`src/rtl/pipe_pkg.sv`:
```
// Shared pipeline definitions: ALU opcodes, forwarding-select encoding and default widths.
package pipe_pkg;

  localparam int unsigned DwDefault = 32;
  localparam int unsigned RwDefault = 5;

  localparam logic [3:0] AluAnd = 4'b0000;
  localparam logic [3:0] AluOr  = 4'b0001;
  localparam logic [3:0] AluAdd = 4'b0010;
  localparam logic [3:0] AluSub = 4'b0110;
  localparam logic [3:0] AluSlt = 4'b0111;
  localparam logic [3:0] AluNor = 4'b1100;

  typedef enum logic [1:0] {
    FWD_REG = 2'd0,
    FWD_EXM = 2'd1,
    FWD_WB  = 2'd2
  } fwd_sel_e;

endpackage

```
`src/rtl/fwd_mux.sv`:
```
// Operand forwarding select: EX/MEM result over MEM/WB result over register value.
module fwd_mux
  import pipe_pkg::*;
#(
  parameter int unsigned DW = DwDefault,
  parameter int unsigned RW = RwDefault
) (
  input  logic [RW-1:0] src,
  input  logic [DW-1:0] reg_val,
  input  logic          exm_reg_write,
  input  logic [RW-1:0] exm_rd,
  input  logic [DW-1:0] exm_result,
  input  logic          wb_reg_write,
  input  logic [RW-1:0] wb_rd,
  input  logic [DW-1:0] wb_result,
  output logic [DW-1:0] fwd_val
);

  fwd_sel_e sel;

  // $zero is never a forwarding target
  always_comb begin
    sel = FWD_REG;
    if (exm_reg_write && (exm_rd != '0) && (exm_rd == src)) begin
      sel = FWD_EXM;
    end else if (wb_reg_write && (wb_rd != '0) && (wb_rd == src)) begin
      sel = FWD_WB;
    end
  end

  always_comb begin
    case (sel)
      FWD_EXM: fwd_val = exm_result;
      FWD_WB:  fwd_val = wb_result;
      default: fwd_val = reg_val;
    endcase
  end

endmodule

```
`src/rtl/id_ex_stage.sv`:
```
// ID/EX pipeline register with operand forwarding and load-use bubble insertion.
// Optional perf counters (bubble_cnt, flush_cnt) enabled by defining IDEX_PERF_CNT_EN.
module id_ex_stage
  import pipe_pkg::*;
#(
  parameter int unsigned DW = DwDefault,
  parameter int unsigned RW = RwDefault
) (
  input  logic          clk,
  input  logic          rst_n,
  input  logic          hold_in,
  input  logic          flush_in,
  input  logic          id_valid,
  input  logic [DW-1:0] id_rs_val,
  input  logic [DW-1:0] id_rt_val,
  input  logic [DW-1:0] id_imm,
  input  logic [RW-1:0] id_rs,
  input  logic [RW-1:0] id_rt,
  input  logic [RW-1:0] id_rd,
  input  logic [3:0]    id_alu_op,
  input  logic          id_alu_src,
  input  logic          id_reg_write,
  input  logic          id_mem_read,
  input  logic          id_mem_write,
  input  logic          id_mem_to_reg,
  input  logic          exm_reg_write,
  input  logic [RW-1:0] exm_rd,
  input  logic [DW-1:0] exm_result,
  input  logic          wb_reg_write,
  input  logic [RW-1:0] wb_rd,
  input  logic [DW-1:0] wb_result,
  output logic          load_use_stall,
  output logic [DW-1:0] alu_i0,
  output logic [DW-1:0] alu_i1,
  output logic [3:0]    alu_op,
  output logic [DW-1:0] ex_store_data,
  output logic [RW-1:0] ex_rd,
`ifdef IDEX_PERF_CNT_EN
  output logic [31:0]   bubble_cnt,
  output logic [31:0]   flush_cnt,
`endif
  output logic          ex_valid,
  output logic          ex_reg_write,
  output logic          ex_mem_read,
  output logic          ex_mem_write,
  output logic          ex_mem_to_reg
);

  typedef struct packed {
    logic          valid;
    logic [DW-1:0] rs_val;
    logic [DW-1:0] rt_val;
    logic [DW-1:0] imm;
    logic [RW-1:0] rs;
    logic [RW-1:0] rt;
    logic [RW-1:0] rd;
    logic [3:0]    alu_op;
    logic          alu_src;
    logic          reg_write;
    logic          mem_read;
    logic          mem_write;
    logic          mem_to_reg;
  } ex_t;

  ex_t ex_q, ex_d;
  logic [DW-1:0] fwd_a, fwd_b;

  always_comb begin
    load_use_stall = 1'b0;
    if (!flush_in && ex_q.valid && ex_q.mem_read && id_valid && (ex_q.rd != '0) &&
        ((ex_q.rd == id_rs) || (ex_q.rd == id_rt))) begin
      load_use_stall = 1'b1;
    end
  end

  // hold wins over flush; a flush seen under hold is dropped and re-asserted by the branch unit
  always_comb begin
    ex_d = ex_q;
    if (!hold_in) begin
      if (flush_in || load_use_stall) begin
        ex_d = '0;
      end else begin
        ex_d.valid      = id_valid;
        ex_d.rs_val     = id_rs_val;
        ex_d.rt_val     = id_rt_val;
        ex_d.imm        = id_imm;
        ex_d.rs         = id_rs;
        ex_d.rt         = id_rt;
        ex_d.rd         = id_rd;
        ex_d.alu_op     = id_alu_op;
        ex_d.alu_src    = id_alu_src;
        ex_d.reg_write  = id_reg_write;
        ex_d.mem_read   = id_mem_read;
        ex_d.mem_write  = id_mem_write;
        ex_d.mem_to_reg = id_mem_to_reg;
      end
    end
  end

  always_ff @(posedge clk or negedge rst_n) begin
    if (!rst_n) begin
      ex_q <= '0;
    end else begin
      ex_q <= ex_d;
    end
  end

  fwd_mux #(.DW(DW), .RW(RW)) u_fwd_a (
    .src          (ex_q.rs),
    .reg_val      (ex_q.rs_val),
    .exm_reg_write(exm_reg_write),
    .exm_rd       (exm_rd),
    .exm_result   (exm_result),
    .wb_reg_write (wb_reg_write),
    .wb_rd        (wb_rd),
    .wb_result    (wb_result),
    .fwd_val      (fwd_a)
  );

  fwd_mux #(.DW(DW), .RW(RW)) u_fwd_b (
    .src          (ex_q.rt),
    .reg_val      (ex_q.rt_val),
    .exm_reg_write(exm_reg_write),
    .exm_rd       (exm_rd),
    .exm_result   (exm_result),
    .wb_reg_write (wb_reg_write),
    .wb_rd        (wb_rd),
    .wb_result    (wb_result),
    .fwd_val      (fwd_b)
  );

  // Invalid slot presents AND 0,0 to the ALU with all side effects off
  always_comb begin
    alu_i0        = ex_q.valid ? fwd_a : '0;
    alu_i1        = ex_q.valid ? (ex_q.alu_src ? ex_q.imm : fwd_b) : '0;
    alu_op        = ex_q.valid ? ex_q.alu_op : AluAnd;
    ex_store_data = ex_q.valid ? fwd_b : '0;
    ex_rd         = ex_q.rd;
    ex_valid      = ex_q.valid;
    ex_reg_write  = ex_q.valid & ex_q.reg_write;
    ex_mem_read   = ex_q.valid & ex_q.mem_read;
    ex_mem_write  = ex_q.valid & ex_q.mem_write;
    ex_mem_to_reg = ex_q.valid & ex_q.mem_to_reg;
  end

`ifdef IDEX_PERF_CNT_EN
  logic [31:0] bubble_cnt_q, flush_cnt_q;

  always_ff @(posedge clk or negedge rst_n) begin
    if (!rst_n) begin
      bubble_cnt_q <= '0;
      flush_cnt_q  <= '0;
    end else if (!hold_in) begin
      if (flush_in) begin
        flush_cnt_q <= flush_cnt_q + 32'd1;
      end else if (load_use_stall) begin
        bubble_cnt_q <= bubble_cnt_q + 32'd1;
      end
    end
  end

  assign bubble_cnt = bubble_cnt_q;
  assign flush_cnt  = flush_cnt_q;
`endif

endmodule

```
`config.mk`:
```
export PLATFORM = sky130hd
export DESIGN_NAME = id_ex_stage
export DESIGN_NICKNAME = d
export VERILOG_FILES = /design/src/rtl/pipe_pkg.sv /design/src/rtl/fwd_mux.sv /design/src/rtl/id_ex_stage.sv
export SDC_FILE = /design/constraint.sdc
export NUM_CORES = 1
export LEC_CHECK = 0
export BUFFER_PORTS_ARGS = -buffer_cell sky130_fd_sc_hd__buf_2
export CORE_MARGIN = 4
export CORE_UTILIZATION = 40
export CTS_CLUSTER_SIZE = 12
export DETAILED_ROUTE_END_ITERATION = 10
export GPL_TIMING_DRIVEN = 0
export PLACE_DENSITY = 0.7
export SETUP_SLACK_MARGIN = 0.4
export SYNTH_ARGS = -nofsm -noshare
export SYNTH_HDL_FRONTEND = slang
export SYNTH_SLANG_ARGS = --single-unit
```
`constraint.sdc`:
```
create_clock -name clk -period 2.9 [get_ports clk]
set_input_delay 0.58 -clock clk [delete_from_list [all_inputs] [get_ports clk]]
set_output_delay 0.58 -clock clk [all_outputs]
set_load 0.05 [all_outputs]
```
==> impl_metrics.csv, run 1 <==
group,metric,value,unit
timing,fmax,297.5,MHz
floorplan,row_count,51,
global_routing,grt_max_degree,68,
hold_path,min_path_type,"in -> async",
floorplan,dieArea,22410,µm²
synthesis,synth_edf_count,0,
synthesis,synth_warnings,0,
finish,fin_util,0.7142,
timing,final_max_slew_viol_count,0,
setup_path,critPathKind,"reg -> out",
power_and_ir_drop,power_density,411.5,nW/µm²
synthesis,yosys.area_share.simple,0.1427,
cts,path_clk_slew,0.07,ns
setup_path,required,2.32,ns
run_status,outcome,"complete, but fails checks",
route,drcViolationCount,0,
route,first_iter_violations,710,
timing,final-hold-violation-count,0,
placed_design,place_ws,-0.6217,ns
cts,cts_tree,"built",
synthesis,avgSynthCellArea,8.038,µm²
finish,drive_gt1_frac,0.4891,
floorplan,die_w,149.7,µm
timing,worstMarginPinSlew,0.8139,ns
synthesis,synthFlopType,"dfrtp_1",
route,drtPass1Iterations,5,
synthesis,ys_ff_latch,121,
global_routing,grt_pass1_vias,9539,
setup_path,worst_setup_path_end_kind,"output pin",
global_routing,grt_pass1_wl,55.20,mm
floorplan,core,19590,µm²
placed_design,routabilityCongestion,0.9109,
route,drtAntennaViolNets,0,
synthesis,synth-xor-area-share,0.03272,
synthesis,ys_seq_area_frac,0.3771,
global_routing,grt.overflow.total,0,
cts,htree_levels,4,
route,wire_per_inst,22.74,µm
setup_path,arrival,2.78,ns
synthesis,synth-compound-area-share,0.2412,
route,vias,9411,
route,vias_per_cell,5.697,
synthesis,synth.area.mux_share,0.09660,
cts,clk-insertion-delay-late,0.43,ns
finish,nets,1570,
synthesis,synth_fp_nets,1200,
timing,hold_ws,0.1004,ns
global_routing,antenna_found_initial,6,
placed_design,dp_hpwl,25.98,mm
timing,finalSetupViolCount,96,
floorplan,die_h,149.7,µm
timing,finClkSkew,0.01177,ns
synthesis,async_flop_share,1.000,
synthesis,synth_cells,999,
placed_design,io_buffers,310,
finish,syn_to_final_growth,74.24,%
cts,cts_buffers,17,
setup_path,slowest_stage,"dfrtp_2",
setup_path,critPathMaxStageDelay,0.44,ns
global_routing,track_usage,0.3259,
floorplan,pin_count,312,
setup_path,path_max_fanout,8,
power_and_ir_drop,p_leak,6.317,nW
setup_path,critPathLaunchType,"flop",
cts,hold_buffers,0,
synthesis,yosys.area_share.adder,0,
run_status,failed_checks,"setup timing",
cts,clockBufferDepth,2,
synthesis,syn_area,8030,µm²
setup_path,path_cells,"buf_6 -> xor2_1 -> nor3_2 -> and3_4 -> buf_12 -> clkbuf_16 -> mux2_4 -> a221o_2 -> buf_6",
cts,cts.sink_count,121,
floorplan,start_util,0.4099,
timing,post-route-min-period,3.362,ns
timing,rsz0062_at_grt,"yes",
synthesis,synth_top_family_by_area,"compound AO/OA/AOI/OAI gates",
flow_run,max_cap_violations,0,
cts,root_buffer,"clkbuf_16",
setup_path,cp_common_cell,"buf_6",
power_and_ir_drop,ir_drop,417.2,µV
timing,slew-limit-headroom,0.4574,
route,routed_wl,37.56,mm
timing,worst_slack,-0.4617,ns
synthesis,ys_types,32,
timing,period_share,1.159,
-- power by group --
group,switching (mW),total [mW],internal [mW],leakage (nW)
combinational,1.02,1.70,0.673,4.46
clock,0.902,2.12,1.22,0.284
sequential,0.118,1.94,1.82,1.57
-- metrics by stage --
step / std cells / power, mW / cell area, µm² / TNS [ns]
6_report: 1652 / 5.758 / 13990 / -30.33
5_1_grt: 1651 / 5.940 / 13990 / -36.07
4_1_cts: 1641 / 5.696 / 13660 / -27.85
3_5_place_dp: 1575 / 3.321 / 11100 / -41.26
3_3_place_gp: 1574 / 3.292 / 11070 / -92.03
2_1_floorplan: 999 / 2.822 / 9188 / -3.726
-- worst max-delay path, delay by kind of cell, from the launching register on --
kind / cells / cell delay, ns
multiplexers: 1 / 0.30
AO/OA/AOI/OAI: 1 / 0.37
AND/OR/NAND/NOR: 2 / 0.46
flip-flops: 1 / 0.44
buffers and inverters: 4 / 0.63
XOR/XNOR: 1 / 0.16
-- flip-flops by register name, summed over array words and instances, names as in the netlist --
name / count
ex_q: 115
ex_valid: 1
ex_rd: 5
-- routing by layer --
layer,share of wire,vias up,track usage
met5,0.00061,-,0
met4,0.043,4,0.1510
met3,0.088,124,0.06935
met2,0.49,547,0.5462
met1,0.38,4515,0.4032
li1,-,4221,-
-- cells by family (layout without fill, tap and decap cells) --
kind of cell           Yosys count  count (layout)
buffers and inverters          221             604
XOR/XNOR                        30              30
flip-flops                     121             121
multiplexers                    64              64
AND/OR/NAND/NOR                277             277
other                            0               5
AO/OA/AOI/OAI                  286             286
-- cells in the mapped netlist, types with 4 or more instances --
| library cell | instances | area share |
|---|---|---|
| or4_1 | 5 | 0.0047 |
| mux2_2 | 4 | 0.0056 |
| nand3_1 | 4 | 0.0025 |
| clkbuf_1 | 87 | 0.041 |
| mux2i_1 | 34 | 0.042 |
| nand2_1 | 215 | 0.10 |
| nor3_1 | 34 | 0.021 |
| buf_6 | 4 | 0.0056 |
| buf_4 | 5 | 0.0047 |
| inv_1 | 121 | 0.057 |
| a221o_1 | 30 | 0.037 |
| and2_1 | 9 | 0.0070 |
| a31oi_1 | 30 | 0.023 |
| o31ai_1 | 121 | 0.11 |
| xor2_1 | 22 | 0.024 |
| dfrtp_1 | 121 | 0.38 |
| a21oi_1 | 34 | 0.021 |
| mux2_4 | 26 | 0.049 |
| o21ai_0 | 66 | 0.041 |
| nor2_1 | 5 | 0.0023 |
| xnor2_1 | 8 | 0.0087 |
-- layout by cell type (no fill, tap or decap), types with 7 or more instances in the layout --
cell type  instances
clkbuf_4           7
nand2_1          186
buf_6             85
and2_1             8
buf_2            206
o21ai_2           26
dfrtp_1          119
clkbuf_8          14
inv_1            121
xor2_1            22
mux2i_2           16
clkbuf_16         35
buf_8             29
mux2_4            28
nor3_1            32
clkbuf_2          20
o31ai_1          121
o21ai_1           30
a31oi_4           30
a21oi_4           34
a221o_2           30
nand2_4           26
buf_12             9
clkbuf_1          41
buf_4             17
mux2i_4           18
-- cell type report --
type / count / area [µm²]
clock inverter: 14 / 137.6
timing repair buffer: 351 / 2939
multi-input combinational: 657 / 5754
sequential: 121 / 3030
tap: 265 / 331.6
inverter: 121 / 454.2
fill: 1470 / 5598
clock buffer: 18 / 439.2
buffer: 100 / 893.4
antenna: 5 / 12.51
-- path summary, 6_finish.rpt --
check,from,end,slack (ns),cells after the start
setup / recovery,ex_q[14],alu_i1[18],-0.46,9
hold / removal,rst_n,ex_q[7],0.10,1
setup reg to reg,ex_rd[2],ex_q[103],0.62,7
hold reg to reg,ex_q[1],ex_q[1],0.48,2
max in group asynchronous,rst_n,ex_q[68],2.04,2
min in group clk,id_imm[25],ex_q[49],0.38,3
-- repair_timing --
action / 4_1_cts / 5_1_grt
endpoints found under the setup margin: 204 / 175
cloned: 13 / 2
buffers inserted: 21 / 4
pin swaps: 29 / 45
gates resized for setup: 461 / 76
Note: power is estimated with default switching activity, not from simulation.
==> inputs of run 2 (changes only) <==
- BUFFER_PORTS_ARGS: -buffer_cell sky130_fd_sc_hd__buf_2 -> -buffer_cell sky130_fd_sc_hd__clkbuf_2
- CORE_UTILIZATION: 40 -> 45
- PLACE_DENSITY: 0.7 -> 0.78
==> run 2 against run 1 <==
The flow still finishes with violations (setup timing). Core utilization rose by 8.4 points. Global-route usage is 2.9 points higher. Setup slack worse by 0.011 ns. Clock power is 10% higher. Non-clock buffer count is 14 lower. Clock skew is 0.0035 ns lower. Largest cell class unchanged. Largest power group unchanged. Highest routed layer is now met4.
==> impl_metrics.csv, run 2 (synthesized netlist as in run 1, its figures left out) <==
group,metric,value,unit
route,first_iter_violations,764,
cts,cts_buffers,17,
hold_path,min_path_type,"in -> async",
finish,final_common_cell,"clkbuf_2",
setup_path,arrival,2.79,ns
cts,cts.sink_count,121,
placed_design,io_buffers,310,
route,vias_per_cell,6.076,
cts,cts_tree,"built",
flow_run,max_cap_violations,0,
route,wire_per_inst,23.41,µm
finish,finalNonFillerCells,1593,
run_status,failed_checks,"setup timing",
cts,hold_buffers,0,
timing,period_share,1.163,
placed_design,placedCellCount,1535,
timing,worstMarginPinSlew,0.7289,ns
timing,post-route-min-period,3.373,ns
floorplan,row_count,48,
power_and_ir_drop,ir_drop,445.7,µV
timing,finalSetupViolCount,96,
timing,finClkSkew,0.008261,ns
timing,hold_ws,0.02712,ns
finish,drive_gt1_frac,0.4795,
global_routing,grt.overflow.total,0,
global_routing,grt_max_degree,96,
floorplan,start_util,0.4611,
finish,final_cell_mix,"clkbuf_2 (216), nand2_1 (186), inv_1 (121), o31ai_1 (121), dfrtp_1 (118)",
finish,fin_util,0.7982,
timing,fmax,296.5,MHz
route,drtAntennaViolNets,0,
finish,n_antenna_cell,0,
finish,top_register,"ex_q",
finish,seqCellArea,3032,µm²
timing,worst_slack,-0.4727,ns
route,routed_wl,37.30,mm
finish,nFillCells,1058,
placed_design,dp_hpwl,25.08,mm
route,vias,9679,
floorplan,pin_count,312,
cts,htree_levels,4,
global_routing,track_usage,0.3553,
floorplan,dieArea,20050,µm²
cts,root_buffer,"clkbuf_16",
run_status,outcome,"complete, but fails checks",
setup_path,required,2.32,ns
timing,final-hold-violation-count,0,
timing,final_max_slew_viol_count,0,
setup_path,critPathKind,"in -> out",
timing,tns,-26.15,ns
floorplan,die_h,141.6,µm
global_routing,antenna_found_initial,0,
power_and_ir_drop,power_density,431.4,nW/µm²
placed_design,routabilityCongestion,0.9618,
finish,nets,1556,
timing,slew-limit-headroom,0.5141,
cts,clk-insertion-delay-late,0.43,ns
global_routing,grt_pass1_vias,9822,
route,drcViolationCount,0,
finish,multiInputGateArea,5614,µm²
cts,path_clk_slew,0.06,ns
floorplan,core,17420,µm²
power_and_ir_drop,p_leak,6.164,nW
finish,largest_register_ffs,115,
cts,clockBufferDepth,2,
timing,rsz0062_at_grt,"yes",
power_and_ir_drop,finalPower,5.997,mW
finish,syn_to_final_growth,73.12,%
setup_path,path_max_fanout,6,
route,drtPass1Iterations,6,
floorplan,die_w,141.6,µm
global_routing,grt_pass1_wl,55.03,mm
setup_path,worst_setup_path_end_kind,"output pin",
setup_path,critPathLaunchType,"input port",
-- run 2: final timing paths --
path                               start          to  cells past startpoint  slack, ns
setup / recovery                wb_rd[3]  alu_i1[21]                      9      -0.47
hold / removal                     rst_n     ex_q[7]                      1       0.03
setup reg to reg                ex_rd[1]   ex_q[106]                      7       0.55
hold reg to reg                  ex_q[0]     ex_q[0]                      2       0.47
max in group asynchronous          rst_n    ex_q[30]                      2       2.09
min in group clk           id_rt_val[24]    ex_q[80]                      3       0.37
-- run 2: area by class of cell --
class | count | area share
Tap cell | 225 | 0.02025
Sequential cell | 121 | 0.2181
Inverter | 121 | 0.03267
Timing Repair Buffer | 337 | 0.2156
Clock buffer | 21 | 0.03456
Clock inverter | 11 | 0.01206
Multi-Input combinational cell | 657 | 0.4038
Buffer | 100 | 0.06300
-- run 2: metrics by stage --
step           setup WS [ns]  instance area, µm²
4_1_cts              -0.4533               13330
3_5_place_dp         -0.6231               11060
5_1_grt              -0.4740               13900
6_report             -0.4727               13900
3_3_place_gp         -0.6818               11020
2_1_floorplan        -0.1435                9188
-- run 2: worst max-delay path: stages --
cell and delay (ns):
buf_8 0.09, or4_4 0.52, o21a_1 0.23, and3_4 0.17, buf_12 0.14, buf_12 0.14
mux2_4 0.30, a221o_2 0.43, clkbuf_16 0.18
-- run 2: timing repair --
item	in CTS	in global routing
endpoints found under the setup margin	204	125
gates cloned	7	5
resized for setup	376	199
pin swaps	7	27
buffers inserted	6	8
-- run 2: where the power goes --
group	switching, mW	internal (mW)
logic	1.03	0.687
registers	0.116	1.82
clock network	0.817	1.53
-- run 2: layer usage --
layer,vias to the layer above,global-route usage,wire length (µm)
met4,0,0.1899,2162
met1,4627,0.4420,13850
met2,704,0.5829,17850
met3,171,0.07112,3432
li1,4177,-,-
met5,-,0,0
